File: src/rtl/seq_accumulator_if.sv
// seq_accumulator_if: beat-in / packet-result-out handshake bundle for seq_accumulator
interface seq_accumulator_if #(
  parameter int CNT_W = 8
);
  logic             in_valid;
  logic             in_ready;
  logic [7:0]       in_data;
  logic             in_last;
  logic             out_valid;
  logic             out_ready;
  logic [15:0]      out_sum;
  logic [CNT_W-1:0] out_count;
  logic             out_ovf;
  modport master (
    output in_valid, in_data, in_last, out_ready,
    input  in_ready, out_valid, out_sum, out_count, out_ovf
  );
  modport slave (
    input  in_valid, in_data, in_last, out_ready,
    output in_ready, out_valid, out_sum, out_count, out_ovf
  );
endinterface

File: src/rtl/seq_accumulator.sv
// seq_accumulator: sums a packet of byte beats into a 16-bit result with beat count and overflow flag
module ripple_carry_adder #(
  parameter int W = 8
) (
  input  logic [W-1:0] a,
  input  logic [W-1:0] b,
  input  logic         cin,
  output logic [W-1:0] sum,
  output logic         cout
);
  logic [W:0] c;
  assign c[0] = cin;
  for (genvar i = 0; i < W; i++) begin : g_bit
    assign sum[i]  = a[i] ^ b[i] ^ c[i];
    assign c[i+1]  = (a[i] & b[i]) | (c[i] & (a[i] ^ b[i]));
  end
  assign cout = c[W];
endmodule

module seq_accumulator #(
  parameter int CNT_W = 8
) (
  input logic              clk,
  input logic              rst_n,
  seq_accumulator_if.slave bus
);
  localparam logic [1:0] IDLE = 2'd0;
  localparam logic [1:0] ACC  = 2'd1;
  localparam logic [1:0] DONE = 2'd2;
  localparam logic [CNT_W-1:0] CNT_MAX = '1;
  logic [1:0]       state_q, state_d;
  logic [7:0]       acc_lo_q, acc_lo_d;
  logic [7:0]       acc_hi_q, acc_hi_d;
  logic [CNT_W-1:0] count_q, count_d;
  logic             ovf_q, ovf_d;
  logic [7:0]       sum_lo;
  logic             carry;
  logic             in_rdy, out_vld, accept, take;
  ripple_carry_adder #(.W(8)) u_add (
    .a   (acc_lo_q),
    .b   (bus.in_data),
    .cin (1'b0),
    .sum (sum_lo),
    .cout(carry)
  );
  assign in_rdy        = state_q != DONE;
  assign out_vld       = state_q == DONE;
  assign accept        = bus.in_valid && in_rdy;
  assign take          = out_vld && bus.out_ready;
  assign bus.in_ready  = in_rdy;
  assign bus.out_valid = out_vld;
  assign bus.out_sum   = out_vld ? {acc_hi_q, acc_lo_q} : 16'd0;
  assign bus.out_count = out_vld ? count_q : '0;
  assign bus.out_ovf   = out_vld && ovf_q;
  // next state: clear on result handshake, otherwise accumulate an accepted beat
  always_comb begin
    state_d  = state_q;
    acc_lo_d = acc_lo_q;
    acc_hi_d = acc_hi_q;
    count_d  = count_q;
    ovf_d    = ovf_q;
    if (take) begin
      state_d  = IDLE;
      acc_lo_d = 8'd0;
      acc_hi_d = 8'd0;
      count_d  = '0;
      ovf_d    = 1'b0;
    end else if (accept) begin
      acc_lo_d = sum_lo;
      acc_hi_d = acc_hi_q + {7'd0, carry};
      ovf_d    = ovf_q | (carry && acc_hi_q == 8'hFF);
      count_d  = state_q == IDLE ? CNT_W'(1) : (count_q == CNT_MAX ? count_q : count_q + CNT_W'(1));
      state_d  = bus.in_last ? DONE : ACC;
    end
  end
  // registers with synchronous active-low reset
  always_ff @(posedge clk) begin
    if (!rst_n) begin
      state_q  <= IDLE;
      acc_lo_q <= 8'd0;
      acc_hi_q <= 8'd0;
      count_q  <= '0;
      ovf_q    <= 1'b0;
    end else begin
      state_q  <= state_d;
      acc_lo_q <= acc_lo_d;
      acc_hi_q <= acc_hi_d;
      count_q  <= count_d;
      ovf_q    <= ovf_d;
    end
  end
endmodule

File: src/flat_wrapper.sv
// flat-port wrapper written by rule: the top's interface ports become plain ports
module seq_accumulator_flat 
#(
  parameter int CNT_W = 8
)
  (clk, rst_n, bus_in_valid, bus_in_data, bus_in_last, bus_out_ready, bus_in_ready, bus_out_valid, bus_out_sum, bus_out_count, bus_out_ovf);
  seq_accumulator_if #(.CNT_W(CNT_W)) bus_i ();
  input logic clk;
  input logic rst_n;
  input wire logic [$bits(bus_i.in_valid)-1:0] bus_in_valid;
  input wire logic [$bits(bus_i.in_data)-1:0] bus_in_data;
  input wire logic [$bits(bus_i.in_last)-1:0] bus_in_last;
  input wire logic [$bits(bus_i.out_ready)-1:0] bus_out_ready;
  output wire logic [$bits(bus_i.in_ready)-1:0] bus_in_ready;
  output wire logic [$bits(bus_i.out_valid)-1:0] bus_out_valid;
  output wire logic [$bits(bus_i.out_sum)-1:0] bus_out_sum;
  output wire logic [$bits(bus_i.out_count)-1:0] bus_out_count;
  output wire logic [$bits(bus_i.out_ovf)-1:0] bus_out_ovf;
  assign bus_i.in_valid = bus_in_valid;
  assign bus_i.in_data = bus_in_data;
  assign bus_i.in_last = bus_in_last;
  assign bus_i.out_ready = bus_out_ready;
  assign bus_in_ready = bus_i.in_ready;
  assign bus_out_valid = bus_i.out_valid;
  assign bus_out_sum = bus_i.out_sum;
  assign bus_out_count = bus_i.out_count;
  assign bus_out_ovf = bus_i.out_ovf;
  seq_accumulator #(.CNT_W(CNT_W)) u_core (.clk(clk), .rst_n(rst_n), .bus(bus_i));
endmodule
File: config.mk
export PLATFORM = sky130hd
export DESIGN_NAME = seq_accumulator_flat
export DESIGN_NICKNAME = d
export VERILOG_FILES = /design/src/rtl/seq_accumulator_if.sv /design/src/rtl/seq_accumulator.sv /design/src/flat_wrapper.sv
export SDC_FILE = /design/constraint.sdc
export NUM_CORES = 1
export LEC_CHECK = 0
export ABC_AREA = 1
export CORE_ASPECT_RATIO = 1.5
export CORE_MARGIN = 3
export CORE_UTILIZATION = 49
export CTS_CLUSTER_DIAMETER = 80
export CTS_CLUSTER_SIZE = 28
export DETAILED_ROUTE_END_ITERATION = 7
export GPL_TIMING_DRIVEN = 0
export PLACE_DENSITY = 0.79
export SYNTH_ARGS = -nofsm -noshare
export SYNTH_HDL_FRONTEND = slang
export SYNTH_HIERARCHICAL = 1
export SYNTH_SLANG_ARGS = --single-unit
File: constraint.sdc
create_clock -name clk -period 5.15 [get_ports clk]
set_input_delay 0.515 -clock clk [delete_from_list [all_inputs] [get_ports clk]]
set_output_delay 0.515 -clock clk [all_outputs]
set_load 0.05 [all_outputs]
==> flow_metrics.env, run 1 <==
export IMPL_synth_top_cell_area_share_pct=33.0
export IMPL_viasPerCell=4.98
export IMPL_grt_first_pass_wirelength_um=6580
export IMPL_ys_seq_area_share_pct=33.0
export IMPL_grt_overflow=0
export IMPL_antenna_found_initial=0
export IMPL_place_gp_congestion=0.813
export IMPL_drt_first_pass_iters=4
export IMPL_first_global_vias=1539
export IMPL_route_detailed_drc=0
export IMPL_syn_area_um2=1640
export IMPL_hp_class="reg2reg"
export IMPL_start_util_pct=51.4
export IMPL_synthesis_nets=261
export IMPL_final_core_util_pct=66.7
export IMPL_wl_um=3760
export IMPL_powerDensity_nw_per_um2=220
export IMPL_ys_ff_latch=27
export IMPL_cts_buffers=3
export IMPL_clkLatencyLatePin_ns=0.27
export IMPL_die_width_um=53.2
export IMPL_netlist_instances=237
export IMPL_rows=25
export IMPL_ys_types=28
export IMPL_critPathLaunchType="input port"
export IMPL_arrival_ns=4.64
export IMPL_core_area_um2=3190
export IMPL_hpwl_um=2820
export IMPL_status="complete, no violations"
export IMPL_skew_ns=0.00213
export IMPL_period_share_pct=86.8
export IMPL_vias=1595
export IMPL_cts_tree="done"
export IMPL_crit_fanout=5
export IMPL_relSlewSlack_pct=66.5
export IMPL_ctsHoldBuffers=0
export IMPL_ys_warn_count=6
export IMPL_slew_viol_final=0
export IMPL_yosysTopAreaCell="dfxtp_1"
export IMPL_tightest_slew_ns=0.501
export IMPL_setup_violations_final=0
export IMPL_avgSynthCellArea_um2=6.92
export IMPL_antenna_cells=0
export IMPL_num_io_pins=40
export IMPL_wl_per_cell_um=11.7
export IMPL_synth_area_leaders="dfxtp_1, nor2_1, inv_1"
export IMPL_cts_sinks=27
export IMPL_fmax_mhz=224
export IMPL_clockBufferDepth=2
export IMPL_grt_use_total_pct=20.7
export IMPL_grt_max_degree=17
export IMPL_criticalPathCategory="in2reg"
export IMPL_cts_clk_slew_worst_paths_ns=0.10
export IMPL_die_area_um2=4090
export IMPL_io_buffer_count=39
export IMPL_num_fill_cells=295
export IMPL_ff2ff_path_depth=18
export IMPL_required_ns=5.32
export IMPL_post_route_min_period_ns=4.47
export IMPL_leakage_nw=0.814
export IMPL_hold_violations=0
export IMPL_rsz0062_at_grt="no"
export IMPL_drive_gt1_share_pct=7.86
export IMPL_maxCapViolCount=0
export IMPL_nets=305
export IMPL_postCtsResizedCells=0
export IMPL_peakVddDrop_mv=0.154
export IMPL_fin_setup_tns_ns=0
export IMPL_syn_to_final_growth_pct=29.8
export IMPL_min_delay_path_depth=2
export IMPL_ant_nets=0
export IMPL_cts_root_buf="clkbuf_8"
export IMPL_htree_levels=1
export IMPL_drtIter0Drc=72
export IMPL_endpoint_kind="register"
export IMPL_die_h_um=76.8
export IMPL_cts_setup_buffers=0
==> critical path: stages <==
cell             delay, ns
clkdlybuf4s50_1       0.43
fa_1                  0.39
inv_1                 0.08
fa_1                  0.17
inv_1                 0.05
fa_1                  0.38
fa_1                  0.40
fa_1                  0.40
fa_1                  0.41
fa_1                  0.38
inv_1                 0.09
fa_1                  0.17
inv_1                 0.05
ha_1                  0.19
ha_1                  0.20
nand2_2               0.11
nor2_1                0.05
nor2_1                0.11
nor3_2                0.04
==> per-layer routing <==
layer	GRT usage [%]	share of wire, %	wire length (um)	vias up
met2	36.1	54	2020	40
met3	3.30	4.4	166	2
met1	23.7	41	1540	740
li1	-	-	-	813
met5	0	0	0	-
met4	8.70	0.61	23	0
==> through the flow <==
| step | cells | setup WS [ns] | instance area, um^2 | hold slack, ns | total power, mW |
|---|---|---|---|---|---|
| floorplan | 237 | 1.11 | 1640 | 0.440 | 0.310 |
| global placement | 316 | 0.434 | 2080 | 0.450 | 0.343 |
| detailed placement | 316 | 0.376 | 2080 | 0.461 | 0.347 |
| CTS | 320 | 0.666 | 2130 | 0.477 | 0.472 |
| global route | 320 | 0.429 | 2130 | 0.503 | 0.496 |
| finish | 320 | 0.682 | 2130 | 0.481 | 0.469 |
==> state kept, by name, summed over array words and instances (netlist names) <==
register / flops
u_core/state_q: 2
u_core/acc_lo_q: 8
u_core/count_q: 8
u_core/acc_hi_q: 8
u_core/ovf_q: 1
==> placed cells by master, fill, tap and decap left out, drive strengths merged <==
| cell type | n |
|---|---|
| dfxtp | 27 |
| o21a | 2 |
| a31oi | 2 |
| o21ai | 18 |
| nand4 | 2 |
| fa | 8 |
| conb | 1 |
| nor3b | 1 |
| inv | 49 |
| a211oi | 1 |
| buf | 5 |
| nand3 | 9 |
| clkdlybuf4s50 | 39 |
| nand2 | 33 |
| clkbuf | 4 |
| ha | 3 |
| nor2 | 49 |
| nor3 | 5 |
| clkinvlp | 1 |
| a21oi | 21 |
==> layout make-up <==
cell class	count	area (um^2)	share of cell area (%)
sequential	27	541	25.4
clock inverter	1	7.51	0.353
buffer	6	38.8	1.82
timing repair buffer	39	390	18.3
inverter	49	184	8.64
multi-input combinational	155	876	41.2
clock buffer	3	41.3	1.94
tap	40	50.0	2.35
==> logic make-up (layout without fill, tap and decap cells) <==
logic type	Yosys count	count (layout)	share of synthesized area, %
flip-flops	27	27	33.0
buffers and inverters	55	98	13.6
AO/OA/AOI/OAI	44	44	14.7
other	1	1	0.229
adder cells (fa/ha/maj)	11	11	12.1
AND/OR/NAND/NOR	99	99	26.4
==> Yosys cell counts, drive strengths merged <==
master,n
nor3b,1
a31oi,2
dfxtp,27
clkbuf,1
fa,8
ha,3
nor3,5
nor2,49
inv,49
nand3,9
a21oi,21
nand2,33
buf,5
a211oi,1
o21a,2
conb,1
o21ai,18
nand4,2
==> where the power goes <==
group	internal, mW	switching (mW)	leakage (nW)
logic	0.0431	0.0674	0.572
registers	0.221	0.0106	0.221
clock network	0.0550	0.0719	0.0217
==> worst paths after layout <==
kind	slack (ns)	endpoint	startpoint
max	0.68	u_core/acc_hi_q[4]	bus_in_data[0]
min	0.48	u_core/acc_lo_q[7]	u_core/acc_lo_q[7]
min reg2reg	0.48	u_core/acc_lo_q[7]	u_core/acc_lo_q[7]
max reg2reg	0.98	u_core/acc_hi_q[4]	u_core/acc_lo_q[0]
Note: power is estimated with default switching activity, not from simulation.
==> run 2, diff against run 1 <==
--- a/config.mk
+++ b/config.mk
@@ -8,12 +8,13 @@
 export ABC_AREA = 1
 export CORE_ASPECT_RATIO = 1.5
 export CORE_MARGIN = 3
-export CORE_UTILIZATION = 49
+export CORE_UTILIZATION = 45
 export CTS_CLUSTER_DIAMETER = 80
 export CTS_CLUSTER_SIZE = 28
 export DETAILED_ROUTE_END_ITERATION = 7
 export GPL_TIMING_DRIVEN = 0
-export PLACE_DENSITY = 0.79
+export PLACE_DENSITY = 0.74
+export SLEW_MARGIN = 20
 export SYNTH_ARGS = -nofsm -noshare
 export SYNTH_HDL_FRONTEND = slang
 export SYNTH_HIERARCHICAL = 1
==> flow_metrics.env, run 2 (synthesized netlist as in run 1, its figures left out) <==
export IMPL_cts_setup_buffers=0
export IMPL_pre_cts_ws_ns=0.384
export IMPL_cts_tree="done"
export IMPL_ctsHoldBuffers=0
export IMPL_place_gp_congestion=0.796
export IMPL_ant_nets=0
export IMPL_p_sw_mw=0.146
export IMPL_relSlewSlack_pct=66.3
export IMPL_leakage_nw=0.818
export IMPL_viasPerCell=4.90
export IMPL_p_int_mw=0.318
export IMPL_nets=305
export IMPL_drtIter0Drc=34
export IMPL_status="complete, no violations"
export IMPL_syn_to_final_growth_pct=29.8
export IMPL_finalNonFillerCells=322
export IMPL_antenna_cells=0
export IMPL_cts_sinks=27
export IMPL_grt_first_pass_wirelength_um=6400
export IMPL_power_frac_comb_pct=23.8
export IMPL_period_share_pct=86.1
export IMPL_required_ns=5.31
export IMPL_antenna_found_initial=0
export IMPL_drive_gt1_share_pct=7.86
export IMPL_maxCapViolCount=0
export IMPL_placedCellCount=318
export IMPL_crit_fanout=5
export IMPL_rows=26
export IMPL_pwr_share_clk_pct=26.4
export IMPL_clkLatencyLatePin_ns=0.27
export IMPL_grt_use_total_pct=17.9
export IMPL_die_h_um=79.9
export IMPL_cts_clk_slew_worst_paths_ns=0.10
export IMPL_start_util_pct=47.5
export IMPL_setup_violations_final=0
export IMPL_switching_share_pct=31.4
export IMPL_hp_class="reg2reg"
export IMPL_slew_viol_final=0
export IMPL_reg_top3="u_core/acc_hi_q: 8 flops, u_core/acc_lo_q: 8 flops, u_core/count_q: 8 flops"
export IMPL_num_fill_cells=352
export IMPL_hold_violations=0
export IMPL_die_area_um2=4420
export IMPL_tightest_slew_ns=0.504
export IMPL_cts_root_buf="clkbuf_8"
export IMPL_critPathLaunchType="input port"
export IMPL_rsz0062_at_grt="no"
export IMPL_die_width_um=55.3
export IMPL_grt_max_degree=16
export IMPL_p_seq_share_pct=49.9
export IMPL_fmax_mhz=226
export IMPL_peakVddDrop_mv=0.166
export IMPL_powerDensity_nw_per_um2=218
export IMPL_endpoint_kind="register"
export IMPL_criticalPathCategory="in2reg"
export IMPL_num_io_pins=40
export IMPL_first_global_vias=1517
export IMPL_final_core_util_pct=61.7
export IMPL_cts_buffers=3
export IMPL_route_detailed_drc=0
export IMPL_worst_slack_ns=0.718
export IMPL_wl_per_cell_um=11.7
export IMPL_skew_ns=0.00583
export IMPL_grt_overflow=0
export IMPL_post_route_min_period_ns=4.43
export IMPL_postCtsResizedCells=0
export IMPL_htree_levels=1
export IMPL_io_buffer_count=39
export IMPL_layout_commonest_cell="nor2_1"
export IMPL_drt_first_pass_iters=4
export IMPL_fin_setup_tns_ns=0
export IMPL_clockBufferDepth=2
export IMPL_final_cell_mix="nor2_1, inv_1, clkdlybuf4s50_1"
export IMPL_arrival_ns=4.59
export IMPL_wl_um=3770
export IMPL_hpwl_um=2910
export IMPL_vias=1579
export IMPL_core_area_um2=3450
## run 2: cell type report
class | instances | area (um^2) | share of cell area [%]
clock buffers | 3 | 41.3 | 1.94
plain buffers | 6 | 38.8 | 1.82
multi-input cells | 155 | 876 | 41.2
inverters | 49 | 184 | 8.64
repair buffers | 39 | 390 | 18.3
well taps | 42 | 52.6 | 2.47
clock inverters | 1 | 5.00 | 0.235
flip-flops and latches | 27 | 541 | 25.4
## run 2: worst paths after layout
path                                         start                 end  slack, ns  cells past startpoint
worst min-delay path            u_core/acc_lo_q[1]  u_core/acc_lo_q[1]       0.48                      2
worst min register to register  u_core/acc_lo_q[1]  u_core/acc_lo_q[1]       0.48                      2
worst max-delay path                bus_in_data[0]  u_core/acc_hi_q[4]       0.72                     19
worst max register to register  u_core/acc_lo_q[0]  u_core/acc_hi_q[4]       1.02                     18
## run 2: power by group through the flow
stage          sequential [mW]  combinational (mW)  clock, mW
6_report                 0.231               0.110      0.122
5_1_grt                  0.234               0.123      0.136
4_1_cts                  0.232               0.111      0.128
3_5_place_dp             0.237               0.111          0
3_3_place_gp             0.236               0.108          0
2_1_floorplan            0.234              0.0763          0
## run 2: critical path: stages
cell,delay (ns)
clkdlybuf4s50_1,0.42
fa_1,0.38
inv_1,0.07
fa_1,0.15
inv_1,0.05
fa_1,0.40
fa_1,0.40
fa_1,0.39
fa_1,0.40
fa_1,0.37
inv_1,0.07
fa_1,0.18
inv_1,0.07
ha_1,0.19
ha_1,0.21
nand2_2,0.11
nor2_1,0.05
nor2_1,0.12
nor3_2,0.05
## run 2: metrics by stage
| step | power [mW] | instance area [um^2] | hold WS [ns] |
|---|---|---|---|
| 6_report | 0.464 | 2130 | 0.481 |
| 5_1_grt | 0.493 | 2130 | 0.506 |
| 4_1_cts | 0.471 | 2130 | 0.484 |
| 3_5_place_dp | 0.347 | 2080 | 0.464 |
| 3_3_place_gp | 0.344 | 2080 | 0.451 |
| 2_1_floorplan | 0.310 | 1640 | 0.440 |
## run 2: routing by layer
metal	share of wire, %	track usage, %
met5	0	0
met4	1.1	7.54
met3	5.0	2.59
met2	54	34.2
met1	40	19.1
==> run 3, diff against run 2 <==
--- a/config.mk
+++ b/config.mk
@@ -5,9 +5,8 @@
 export SDC_FILE = /design/constraint.sdc
 export NUM_CORES = 1
 export LEC_CHECK = 0
-export ABC_AREA = 1
 export CORE_ASPECT_RATIO = 1.5
-export CORE_MARGIN = 3
+export CORE_MARGIN = 5
 export CORE_UTILIZATION = 45
 export CTS_CLUSTER_DIAMETER = 80
 export CTS_CLUSTER_SIZE = 28
==> flow_metrics.env, run 3 <==
export IMPL_wl_um=3650
export IMPL_ctsHoldBuffers=0
export IMPL_ys_types=41
export IMPL_wl_met2_um=1950
export IMPL_avgSynthCellArea_um2=8.19
export IMPL_die_area_um2=4860
export IMPL_viasPerCell=5.16
export IMPL_yosys_top_cells_count="and2_1, dfxtp_1, nand2_1"
export IMPL_crit_chain="clkdlybuf4s50_1, fa_1, inv_1, fa_1, inv_1, fa_1, fa_1, fa_1, fa_1, fa_1, inv_1, fa_1, inv_1, ha_1, ha_1, and2_1, nand4_1, xor2_1, nor2_1"
export IMPL_highest_layer="met4"
export IMPL_pwr_share_clk_pct=27.0
export IMPL_grt_overflow=0
export IMPL_slew_viol_final=0
export IMPL_power_frac_comb_pct=20.9
export IMPL_synthesis_nets=219
export IMPL_yosysTopAreaCell="dfxtp_1"
export IMPL_cts_clk_slew_worst_paths_ns=0.09
export IMPL_place_gp_congestion=0.771
export IMPL_route_detailed_drc=0
export IMPL_powerDensity_nw_per_um2=212
export IMPL_dr_wl_met3_um=120
export IMPL_syn_area_um2=1600
export IMPL_endpoint_kind="register"
export IMPL_relSlewSlack_pct=63.2
export IMPL_vias=1444
export IMPL_setup_violations_final=0
export IMPL_rows=26
export IMPL_drt_first_pass_iters=4
export IMPL_tightest_slew_ns=0.549
export IMPL_syn_to_final_growth_pct=30.6
export IMPL_status="complete, no violations"
export IMPL_postCtsResizedCells=0
export IMPL_hp_class="reg2reg"
export IMPL_antenna_cells=0
export IMPL_cts_setup_buffers=0
export IMPL_worst_slack_ns=0.608
export IMPL_synth_area_leaders="dfxtp_1, and2_1, fa_1"
export IMPL_synth_edff_count=0
export IMPL_worst_path_max_delay_cell="clkdlybuf4s50_1"
export IMPL_layout_commonest_cell="clkdlybuf4s50_1"
export IMPL_critPathLaunchType="input port"
export IMPL_netlist_instances=195
export IMPL_cts_buffers=3
export IMPL_core_area_um2=3420
export IMPL_reg_top3="u_core/acc_hi_q: 8 flops, u_core/acc_lo_q: 8 flops, u_core/count_q: 8 flops"
export IMPL_drive_gt1_share_pct=6.30
export IMPL_io_buffer_count=39
export IMPL_wl_per_cell_um=13.0
export IMPL_p_sw_mw=0.128
export IMPL_critPathBufInv=5
export IMPL_skew_ns=0.00462
export IMPL_die_h_um=83.0
export IMPL_drtIter0Drc=33
export IMPL_final_cell_mix="clkdlybuf4s50_1, and2_1, dfxtp_1"
export IMPL_p_seq_share_pct=52.1
export IMPL_peakVddDrop_mv=0.148
export IMPL_required_ns=5.32
export IMPL_switching_share_pct=29.1
export IMPL_totalPowerFinal_mw=0.441
export IMPL_grt_max_degree=15
export IMPL_rsz0062_at_grt="no"
export IMPL_nets=263
export IMPL_criticalPathCategory="in2reg"
export IMPL_maxCapViolCount=0
export IMPL_cts_tree="done"
export IMPL_antenna_found_initial=0
export IMPL_ant_nets=0
export IMPL_leakage_nw=0.791
export IMPL_hpwl_um=2810
export IMPL_async_reset_ff_share_pct=0
export IMPL_synth_top_cell_area_share_pct=33.9
export IMPL_first_global_vias=1377
export IMPL_synth_flop_cell="dfxtp_1"
export IMPL_start_util_pct=46.7
export IMPL_cts_root_buf="clkbuf_8"
export IMPL_hold_violations=0
export IMPL_crit_fanout=3
export IMPL_pre_cts_ws_ns=0.304
export IMPL_ys_ff_latch=27
export IMPL_cpMostUsedCell="fa_1"
export IMPL_grt_first_pass_wirelength_um=6090
export IMPL_clkLatencyLatePin_ns=0.27
export IMPL_die_width_um=58.6
export IMPL_ys_seq_area_share_pct=33.9
export IMPL_period_share_pct=88.2
export IMPL_grt_use_total_pct=15.4
export IMPL_fmax_mhz=220
export IMPL_clockBufferDepth=2
export IMPL_arrival_ns=4.71
export IMPL_fin_setup_tns_ns=0
export IMPL_cp_top_family="adder cells"
export IMPL_wl_met1_um=1550
export IMPL_ys_warn_count=6
export IMPL_p_int_mw=0.313
export IMPL_max_stage_delay_ns=0.43
export IMPL_num_io_pins=40
export IMPL_htree_levels=1
export IMPL_post_route_min_period_ns=4.54
export IMPL_cts_sinks=27
[run 3: cell types whose count changed after synthesis, sizes merged, moves of 4 or more]
cell	change
nor2	-39
inv	-35
and2	+27
o21ai	-12
nand2	-6
nand3	-4
xor2	+4
[run 3: area by class of cell]
class | count | area (um^2)
flip-flops and latches | 27 | 541
plain buffers | 9 | 43.8
repair buffers | 39 | 390
clock buffers | 4 | 45.0
fillers | 318 | 1330
well taps | 42 | 52.6
multi-input cells | 145 | 960
inverters | 14 | 52.6
[run 3: path summary, 6_finish.rpt]
check / startpoint / end / slack, ns / cells past startpoint
hold / removal: u_core/ovf_q / u_core/ovf_q / 0.47 / 2
setup / recovery: bus_in_data[0] / u_core/acc_hi_q[6] / 0.61 / 19
hold reg to reg: u_core/ovf_q / u_core/ovf_q / 0.47 / 2
setup reg to reg: u_core/acc_lo_q[0] / u_core/acc_hi_q[6] / 0.91 / 18
[run 3: worst register-to-register path, delay by kind of cell, from the launching register on]
| family | cells | cell delay, ns |
|---|---|---|
| DFF | 1 | 0.35 |
| adders and majority gates | 10 | 3.06 |
| and+or+nand+nor | 3 | 0.30 |
| xor gates and xnor gates | 1 | 0.16 |
| buffers and inverters | 4 | 0.26 |
[run 3: cells by family after synthesis]
family          share of synthesized area, %
flops                                   33.9
compound gates                          12.4
buf+inv                                 6.03
simple gates                            32.9
other cells                            0.235
xor+xnor                                2.19
fa+ha+maj                               12.4
[run 3: stage by stage]
stage / cells / utilization [%] / instance area (um^2) / hold WS [ns]
final: 280 / 61.0 / 2080 / 0.465
after global routing: 280 / 61.0 / 2080 / 0.481
after global placement: 276 / 59.7 / 2040 / 0.445
after detailed placement: 276 / 59.7 / 2040 / 0.457
after CTS: 280 / 61.0 / 2080 / 0.465
after floorplan: 195 / - / 1600 / 0.432
[run 3: per-layer routing]
metal / vias to the layer above / GRT usage, %
met3: 2 / 2.17
li1: 740 / -
met2: 26 / 27.4
met1: 676 / 18.5
met5: - / 0
met4: 0 / 4.95
[run 3: power by group through the flow]
stage          Sequential, mW  Clock, mW  Combinational [mW]
2_1_floorplan           0.232          0              0.0621
3_3_place_gp            0.234          0              0.0901
3_5_place_dp            0.235          0              0.0929
4_1_cts                 0.230      0.121              0.0931
5_1_grt                 0.232      0.132               0.102
6_report                0.230      0.119              0.0920
